### config.mk
export PLATFORM = sky130hd
export DESIGN_NAME = tournament_predictor_flat
export DESIGN_NICKNAME = d
export VERILOG_FILES = /design/src/rtl/tournament_predictor_if.sv /design/src/rtl/tournament_predictor.sv /design/src/flat_wrapper.sv
export SDC_FILE = /design/constraint.sdc
export NUM_CORES = 2
export LEC_CHECK = 0
export CORE_MARGIN = 8
export CORE_UTILIZATION = 35
export CTS_BUF_LIST = sky130_fd_sc_hd__clkbuf_16
export CTS_CLUSTER_DIAMETER = 150
export DETAILED_ROUTE_END_ITERATION = 10
export GPL_ROUTABILITY_DRIVEN = 0
export GPL_TIMING_DRIVEN = 0
export PLACE_DENSITY = 0.48
export SYNTH_ARGS = -nofsm -noshare
export SYNTH_HDL_FRONTEND = slang
export SYNTH_SLANG_ARGS = --single-unit
### constraint.sdc
create_clock -name clock -period 5.8 [get_ports clock]
set_input_delay 1.16 -clock clock [delete_from_list [all_inputs] [get_ports clock]]
set_output_delay 1.16 -clock clock [all_outputs]
set_load 0.01 [all_outputs]
### src/rtl/tournament_predictor_if.sv
// Fetch-side bundle for the tournament direction predictor:
// prediction request/response plus branch resolution feedback.
interface tournament_predictor_if #(
    parameter int XLEN       = 32,
    parameter int INDEX_BITS = 8
);
    logic [XLEN-1:0]       PC;
    logic                  cond_branch;
    logic                  predict_enable;
    logic                  tournament_taken;
    logic [INDEX_BITS-1:0] predict_ghr;
    logic                  result_enable;
    logic [XLEN-1:0]       result_PC;
    logic                  result_taken;
    logic                  result_mispredict;
    logic [INDEX_BITS-1:0] result_ghr;

    modport master (
        output PC,
        output cond_branch,
        output predict_enable,
        input  tournament_taken,
        input  predict_ghr,
        output result_enable,
        output result_PC,
        output result_taken,
        output result_mispredict,
        output result_ghr
    );

    modport slave (
        input  PC,
        input  cond_branch,
        input  predict_enable,
        output tournament_taken,
        output predict_ghr,
        input  result_enable,
        input  result_PC,
        input  result_taken,
        input  result_mispredict,
        input  result_ghr
    );
endinterface

### src/rtl/tournament_predictor.sv
// Tournament direction predictor: bimodal + gshare tables with a
// per-PC chooser and a speculative, recoverable global history.
module tournament_predictor #(
    parameter int XLEN       = 32,
    parameter int INDEX_BITS = 8
) (
    input logic clock,
    input logic reset,
    tournament_predictor_if.slave bus
);
    localparam int ENTRIES = 1 << INDEX_BITS;

    typedef logic [INDEX_BITS-1:0] idx_t;
    typedef logic [1:0]            ctr_t;

    ctr_t local_tbl   [ENTRIES];
    ctr_t global_tbl  [ENTRIES];
    ctr_t chooser_tbl [ENTRIES];

    idx_t ghr;
    idx_t li;
    idx_t gi;
    idx_t rli;
    idx_t rgi;

    logic lp;
    logic gp;
    logic taken;
    logic rlp;
    logic rgp;
    logic recover;
    logic shift;
    logic unused_bits;

    function automatic ctr_t sat_step(input ctr_t c, input logic up);
        ctr_t n;
        n = c;
        if (up) begin
            if (c != 2'd3) n = c + 2'd1;
        end else begin
            if (c != 2'd0) n = c - 2'd1;
        end
        return n;
    endfunction

    assign li  = bus.PC[INDEX_BITS+1:2];
    assign gi  = li ^ ghr;
    assign rli = bus.result_PC[INDEX_BITS+1:2];
    assign rgi = rli ^ bus.result_ghr;

    assign lp    = local_tbl[li][1];
    assign gp    = global_tbl[gi][1];
    assign taken = reset & bus.cond_branch &
                   (chooser_tbl[li][1] ? gp : lp);

    assign rlp = local_tbl[rli][1];
    assign rgp = global_tbl[rgi][1];

    assign bus.tournament_taken = taken;
    assign bus.predict_ghr      = reset ? ghr : '0;

    // A resolved mispredict overrides any same-cycle speculative shift.
    assign recover = bus.result_enable & bus.result_mispredict;
    assign shift   = ~recover & bus.predict_enable & bus.cond_branch;

    assign unused_bits = ^{bus.PC[XLEN-1:INDEX_BITS+2],
                           bus.PC[1:0],
                           bus.result_PC[XLEN-1:INDEX_BITS+2],
                           bus.result_PC[1:0]};

    always_ff @(posedge clock or negedge reset) begin
        if (!reset) begin
            for (int i = 0; i < ENTRIES; i++) begin
                local_tbl[i]   <= 2'b01;
                global_tbl[i]  <= 2'b01;
                chooser_tbl[i] <= 2'b01;
            end
        end else if (bus.result_enable) begin
            local_tbl[rli]  <= sat_step(local_tbl[rli], bus.result_taken);
            global_tbl[rgi] <= sat_step(global_tbl[rgi], bus.result_taken);
            // Chooser only learns when the two components disagreed.
            if (rlp != rgp) begin
                chooser_tbl[rli] <= sat_step(chooser_tbl[rli],
                                             rgp == bus.result_taken);
            end
        end
    end

    always_ff @(posedge clock or negedge reset) begin
        if (!reset) begin
            ghr <= '0;
        end else begin
            unique case (1'b1)
                recover: ghr <= {bus.result_ghr[INDEX_BITS-2:0],
                                 bus.result_taken};
                shift:   ghr <= {ghr[INDEX_BITS-2:0], taken};
                default: ghr <= ghr;
            endcase
        end
    end
endmodule

### src/flat_wrapper.sv
// flat-port wrapper written by rule: the top's interface ports become plain ports
module tournament_predictor_flat 
#(
    parameter int XLEN       = 32,
    parameter int INDEX_BITS = 8
)
  (clock, reset, bus_PC, bus_cond_branch, bus_predict_enable, bus_tournament_taken, bus_predict_ghr, bus_result_enable, bus_result_PC, bus_result_taken, bus_result_mispredict, bus_result_ghr);
  tournament_predictor_if #(.XLEN(XLEN), .INDEX_BITS(INDEX_BITS)) bus_i ();
  input logic clock;
  input logic reset;
  input wire logic [$bits(bus_i.PC)-1:0] bus_PC;
  input wire logic [$bits(bus_i.cond_branch)-1:0] bus_cond_branch;
  input wire logic [$bits(bus_i.predict_enable)-1:0] bus_predict_enable;
  output wire logic [$bits(bus_i.tournament_taken)-1:0] bus_tournament_taken;
  output wire logic [$bits(bus_i.predict_ghr)-1:0] bus_predict_ghr;
  input wire logic [$bits(bus_i.result_enable)-1:0] bus_result_enable;
  input wire logic [$bits(bus_i.result_PC)-1:0] bus_result_PC;
  input wire logic [$bits(bus_i.result_taken)-1:0] bus_result_taken;
  input wire logic [$bits(bus_i.result_mispredict)-1:0] bus_result_mispredict;
  input wire logic [$bits(bus_i.result_ghr)-1:0] bus_result_ghr;
  assign bus_i.PC = bus_PC;
  assign bus_i.cond_branch = bus_cond_branch;
  assign bus_i.predict_enable = bus_predict_enable;
  assign bus_tournament_taken = bus_i.tournament_taken;
  assign bus_predict_ghr = bus_i.predict_ghr;
  assign bus_i.result_enable = bus_result_enable;
  assign bus_i.result_PC = bus_result_PC;
  assign bus_i.result_taken = bus_result_taken;
  assign bus_i.result_mispredict = bus_result_mispredict;
  assign bus_i.result_ghr = bus_result_ghr;
  tournament_predictor #(.XLEN(XLEN), .INDEX_BITS(INDEX_BITS)) u_core (.clock(clock), .reset(reset), .bus(bus_i));
endmodule
After elaboration in Yosys (flattened, before gate mapping) --
Index checks and enable logic that the tools add are counted.
Storage, ports and cells: memories kept 0, memory bits (writable) 0, bits in read-only memories 0, latch bits 0, register bits 1544, input port bits 79, logic and storage cells 846, output and inout port bits 9
Cells by class: $add $sub $neg 6, eq/ne operators 5, shifts and indexed selects 0, multiply operators 0, bitwise operators 12, multiplexer cells 41, $lt $le $gt $ge 6, divide/modulo/power cells 0, reduce and logical (&&, ||, !) cells 7
Operators with widths (number):
- bitwise mux 512 bit | 3
- binary-select mux 2 bit (select 8 bit) | 6
- 2-to-1 mux 2 bit | 27
- greater-or-equal comparator 9 bit (second input constant) | 4
- inverter 8 -> 9 bit | 4
- demux 2 bit (select 8 bit) | 2
- < comparator 9 x 1 -> 1 bit (second input constant) | 2
- one-hot mux 8 bit (2 select lines) | 1
- XOR 8 bit | 2
- 2-to-1 mux 8 bit | 1
- nonzero test 2 bit | 4
- adder 2 x 1 -> 2 bit (second input constant) | 3
- != test 2 bit (second input constant) | 3
- subtractor 2 x 1 -> 2 bit (second input constant) | 3
- bitwise AND 1 bit | 5
- logical AND 1 bit | 2
- AND reduction 2 bit | 1
- equality test 1 bit | 1
- 2-to-1 mux 1 bit | 1
- != test 1 bit | 1
- inverter 1 bit | 1

Depth between registers and ports, before layout --
depth after elaboration 10, mapped depth 17, gate-level depth less buffers 10

Worst setup path before layout --
Ideal clock, no wire load.
path kind input-to-output, from input port bus_PC[2], to output port bus_tournament_taken, path buffers 3, cell stages on the path 10, slack 0.217 ns, arrival 4.423 ns, data required time 4.640 ns, cells stage by stage buf_2 buf_1 buf_1 mux4_2 mux4_2 a22oi_1 a31oi_1 nor4_1 nand2_1 o22ai_1
On the way: word-level cells in the longest chain between the ends 7, elaborated cells between the ends (all ways) 14, classes of those cells 10 x mux; 4 x bitwise
RTL lines:
- from (decl) | RTL line flat_wrapper.sv:11 | input wire logic [$bits(bus_i.PC)-1:0] bus_PC;
- XOR 8 bit | RTL line tournament_predictor.sv:47 | assign gi = li ^ ghr;
- inverter 8 -> 9 bit (not written as such) | RTL line tournament_predictor.sv:52 | assign gp = global_tbl[gi][1];
- binary-select mux 2 bit (select 8 bit) | RTL line tournament_predictor.sv:52
- 2-to-1 mux 2 bit (not written as such) (2 in a row) | RTL line tournament_predictor.sv:52
- 2-to-1 mux 1 bit * | RTL line tournament_predictor.sv:54 | (chooser_tbl[li][1] ? gp : lp);
- bitwise AND 1 bit * | RTL line tournament_predictor.sv:53 | assign taken = reset & bus.cond_branch &
- to (decl) | RTL line flat_wrapper.sv:14 | output wire logic [$bits(bus_i.tournament_taken)-1:0] bus_tournament_taken;
Every way passes the cells marked *; elsewhere a longest branch is shown, timed or not. The select of a mux whose other input is x is not followed.

Worst setup path in the final report --
from input port bus_result_PC[5], to register u_core.chooser_tbl[234] in the netlist's numbering
On the way: word-level cells in the longest chain between the ends 10, elaborated cells between the ends (all ways) 30, classes of those cells 2 x add/sub; 2 x order compare; 3 x eq/ne; 17 x mux; 3 x bitwise; 3 x reduce/logical
RTL lines:
- from (decl) | RTL line flat_wrapper.sv:17 | input wire logic [$bits(bus_i.result_PC)-1:0] bus_result_PC;
- inverter 8 -> 9 bit or XOR 8 bit (tied branches)
- binary-select mux 2 bit (select 8 bit) or inverter 8 -> 9 bit (tied branches) | RTL line tournament_predictor.sv:83, tournament_predictor.sv:57
- 2-to-1 mux 2 bit (not written as such) or binary-select mux 2 bit (select 8 bit) (tied branches) | RTL line tournament_predictor.sv:83, tournament_predictor.sv:57
- 2-to-1 mux 2 bit, on equally long branches | RTL line tournament_predictor.sv:83, tournament_predictor.sv:57
- subtractor 2 x 1 -> 2 bit, or another cell as far along | RTL line tournament_predictor.sv:41 | if (c != 2'd0) n = c - 2'd1;
- 2-to-1 mux 2 bit, or another cell as far along | RTL line tournament_predictor.sv:41
- 2-to-1 mux 2 bit | RTL line tournament_predictor.sv:38 | if (up) begin
- 2-to-1 mux 2 bit | RTL line tournament_predictor.sv:82 | if (rlp != rgp) begin
- 2-to-1 mux 2 bit | RTL line tournament_predictor.sv:78 | end else if (bus.result_enable) begin
- bitwise mux 512 bit | RTL line tournament_predictor.sv:83 | chooser_tbl[rli] <= sat_step(chooser_tbl[rli],
- to (signal, indexed assignment) | RTL line tournament_predictor.sv:83
- to (decl) | RTL line tournament_predictor.sv:18 | ctr_t chooser_tbl [ENTRIES];
Several ways; a longest one is shown, not always the timed one. The select of a mux whose other input is x is not followed. A chain may end at the register's enable or synchronous reset.

==> impl_metrics.env <==
export IMPL_drtAntennaViolNets=0
export IMPL_dominantRegCellSynth="dfrtp_1"
export IMPL_crit_required_ps=6560
export IMPL_synth_top_area_cell="dfstp_2"
export IMPL_nets=7494
export IMPL_multi_input_area_mm2=0.0374
export IMPL_clock_path_buffers=3
export IMPL_ys_ff_latch=1544
export IMPL_yosysSeqAreaShare=0.499
export IMPL_placed_cells=10203
export IMPL_num_io_pins=88
export IMPL_layout_drive_gt1_share=0.305
export IMPL_synth_edff_count=0
export IMPL_cts_buffers=184
export IMPL_wl_um=373000
export IMPL_clk_pin_slew_ps=60
export IMPL_ff2ff_setup_slack_ps=1320
export IMPL_reg2reg_from="u_core.chooser_tbl[264]$_DFFE_PN1P_"
export IMPL_cts_tree="done"
export IMPL_dp_hpwl_um=256000
export IMPL_yosys_area_top_type_share=0.254
export IMPL_yosys_area_share_xor_xnor=0.00375
export IMPL_outcome="finished, violations left"
export IMPL_crit_fanout=10
export IMPL_routedWlPerCell_um=35.3
export IMPL_vias=66932
export IMPL_avgSynthCellArea_um2=11.1
export IMPL_synthCells=7149
export IMPL_first_pass_iters=7
export IMPL_yosys_area_share_simple=0.0965
export IMPL_grt_pass1_vias=64176
export IMPL_worst_endpoint_arrival_ps=6920
export IMPL_max_slew_margin=-0.0317
export IMPL_reg2reg_depth=12
export IMPL_die_x_um=492
export IMPL_critPathLaunchType="input pin"
export IMPL_area_growth_pct=14.7
export IMPL_synth_fa_ha_area_frac=0.000394
export IMPL_post_route_period_util=1.06
export IMPL_drv_slew=39
export IMPL_timing_rr_end="u_core.chooser_tbl[319]$_DFFE_PN0P_"
export IMPL_numClockSinks=1544
export IMPL_final_setup_worst_slack_ps=-361
export IMPL_htree_levels=4
export IMPL_synthMuxAreaShare=0.222
export IMPL_hp_class="in2async"
export IMPL_ir_worst_vdd_mv=0.319
export IMPL_final_cells=10581
export IMPL_setup_viol=558
export IMPL_core_area_mm2=0.225
export IMPL_worst_slew_pin_slew_ps=1530
export IMPL_drt_iter0_markers=10107
export IMPL_clock_latency_ps=880
export IMPL_grt_max_degree=176
export IMPL_die_area_mm2=0.242
export IMPL_yosys_warnings=0
export IMPL_synth_area_mm2=0.0793
export IMPL_violations="capacitance limit, slew limit, setup timing"
export IMPL_synthArstFlopShare=1.00
export IMPL_fmax_mhz=162
export IMPL_synthTopCellsByCount="nand2_1 (1175), a21oi_1 (804), o21ai_0 (786), dfrtp_1 (776), dfstp_2 (768)"
export IMPL_grt_setup_unrepaired="true"
export IMPL_via_per_inst=6.33
export IMPL_leakage_nw=35.3
export IMPL_grt_usage=0.299
export IMPL_yosysMostFrequentCell="nand2_1"
export IMPL_start_util=0.352
export IMPL_drcViolationCount=0
export IMPL_rows=174
export IMPL_grt_pass1_wl_um=515000
export IMPL_regArea_mm2=0.0396
export IMPL_nFillCells=21799
export IMPL_syn_nets=7228
export IMPL_min_period_ps=6160
export IMPL_die_y_um=492
export IMPL_cts_root_buffer="clkbuf_16"
export IMPL_critPathCaptureType="flop"
export IMPL_synth_distinct_cells=69
export IMPL_critPathKind="in2reg"
export IMPL_port_buffers=33
export IMPL_dpl_worst_slack_ps=-4240
export IMPL_finClkSkew_ps=54.5
export IMPL_powerDensity_mw_per_mm2=325
export IMPL_synth_compound_area_share=0.144
export IMPL_holdBufCountCts=0
export IMPL_maxCapViolCount=6
export IMPL_antenna_found_initial=37
export IMPL_synth_top_family_by_area="multiplexers"
export IMPL_synth_area_leaders="dfstp_2 (25%), dfrtp_1 (24%), mux4_2 (17%)"
export IMPL_grt_overflow_total=0
export IMPL_hold_violations=0
metal layers:
layer  track usage  up-vias  wire, µm
met4         0.176       10     26900
met2         0.410     4557    151000
met5      0.000992        -        77
met1         0.404    34529    146000
li1              -    26762         -
met3         0.110     1074     48900
worst max-delay path, stage by stage:
cell and delay [ps]:
buf_2 390, clkbuf_2 560, clkbuf_2 530, clkbuf_4 590, mux4_2 380, o2111ai_1 640, nand4_1 420, a2111oi_1 560
nand2_1 130, or2_2 330, maj3_2 420, buf_6 210, buf_2 220, mux2_1 310
sequential cells by signal, indices dropped and copies added (netlist names):
register,cells
u_core.ghr,8
u_core.chooser_tbl,512
u_core.local_tbl,512
u_core.global_tbl,512
cell usage in the layout (no fill, tap or decap), drive strengths merged, types with 6 or more instances in the layout:
| master | netlist | layout |
|---|---|---|
| o21ai | 788 | 788 |
| mux2 | 265 | 265 |
| o2111ai | 6 | 6 |
| inv | 6 | 72 |
| nor2b | 15 | 15 |
| nand4 | 29 | 29 |
| a21oi | 804 | 804 |
| a22o | 6 | 6 |
| clkinv | 0 | 89 |
| nor4b | 6 | 6 |
| nand2 | 1175 | 1175 |
| nor4 | 6 | 6 |
| mux2i | 129 | 129 |
| o31ai | 257 | 257 |
| dfstp | 768 | 768 |
| diode | 0 | 12 |
| and2 | 21 | 21 |
| nor2 | 588 | 588 |
| o22ai | 6 | 6 |
| a2111oi | 7 | 7 |
| o211ai | 10 | 10 |
| nand3 | 52 | 52 |
| xnor2 | 14 | 14 |
| xor2 | 17 | 17 |
| a22oi | 108 | 108 |
| dfrtp | 776 | 776 |
| mux4 | 592 | 592 |
| nor3 | 13 | 13 |
| a31oi | 14 | 14 |
| clkdlybuf4s50 | 0 | 25 |
| buf | 275 | 322 |
| clkbuf | 332 | 517 |
| nor4bb | 6 | 6 |
how the worst max path moves through the flow:
stage,from,endpoint,slack [ps],cells after the start
floorplan,bus_PC[2],bus_tournament_taken,220,10
global placement,reset,u_core.chooser_tbl[227]$_DFFE_PN0P_,-68360,1
detailed placement,bus_PC[2],bus_tournament_taken,-4240,12
CTS,reset,bus_predict_ghr[0],-100,6
global route,bus_result_PC[9],u_core.chooser_tbl[315]$_DFFE_PN0P_,-170,16
finish,bus_result_PC[5],u_core.chooser_tbl[234]$_DFFE_PN1P_,-360,14
what timing repair did:
item | 4_1_cts | 5_1_grt
gates cloned | 0 | 1
endpoints found under the setup margin | 1539 | 1318
gates resized for setup | 320 | 55
setup buffers | 16 | 1
pin swaps | 8 | 3
kinds of logic after synthesis:
logic type,Yosys count
adders and majority gates,3
buffers and inverters,613
AOI/OAI and AO/OA,2041
and+or+nand+nor,1931
muxes,986
DFF,1544
xor gates and xnor gates,31
power breakdown:
part | internal, mW | switching (mW) | leakage (nW) | total (mW)
logic | 1.88 | 4.08 | 13.8 | 5.95
registers | 12.0 | 0.593 | 18.6 | 12.5
clock network | 6.01 | 5.10 | 2.96 | 11.1
metrics by stage:
stage          area (µm²)  hold slack (ps)  utilization  setup TNS [ps]  power, mW
2_1_floorplan       79300              456            -               0       15.6
5_1_grt             91000              242        0.404          -38310       30.4
4_1_cts             90800              212        0.403            -201       29.5
6_report            91000              235        0.404         -127280       29.6
3_5_place_dp        84200              471        0.374        -3619330       18.3
3_3_place_gp        83400              466        0.370               -       18.1
final cells by class:
type                            instances  area share
Timing Repair Buffer                   81      0.0119
Sequential cell                      1544       0.435
Inverter                                6    0.000248
Clock inverter                        163      0.0111
Antenna cell                           12    0.000330
Tap cell                             2992      0.0411
Buffer                                606      0.0386
Multi-Input combinational cell       4992       0.411
Clock buffer                          185      0.0509
Power figures use the tool's default switching activity.
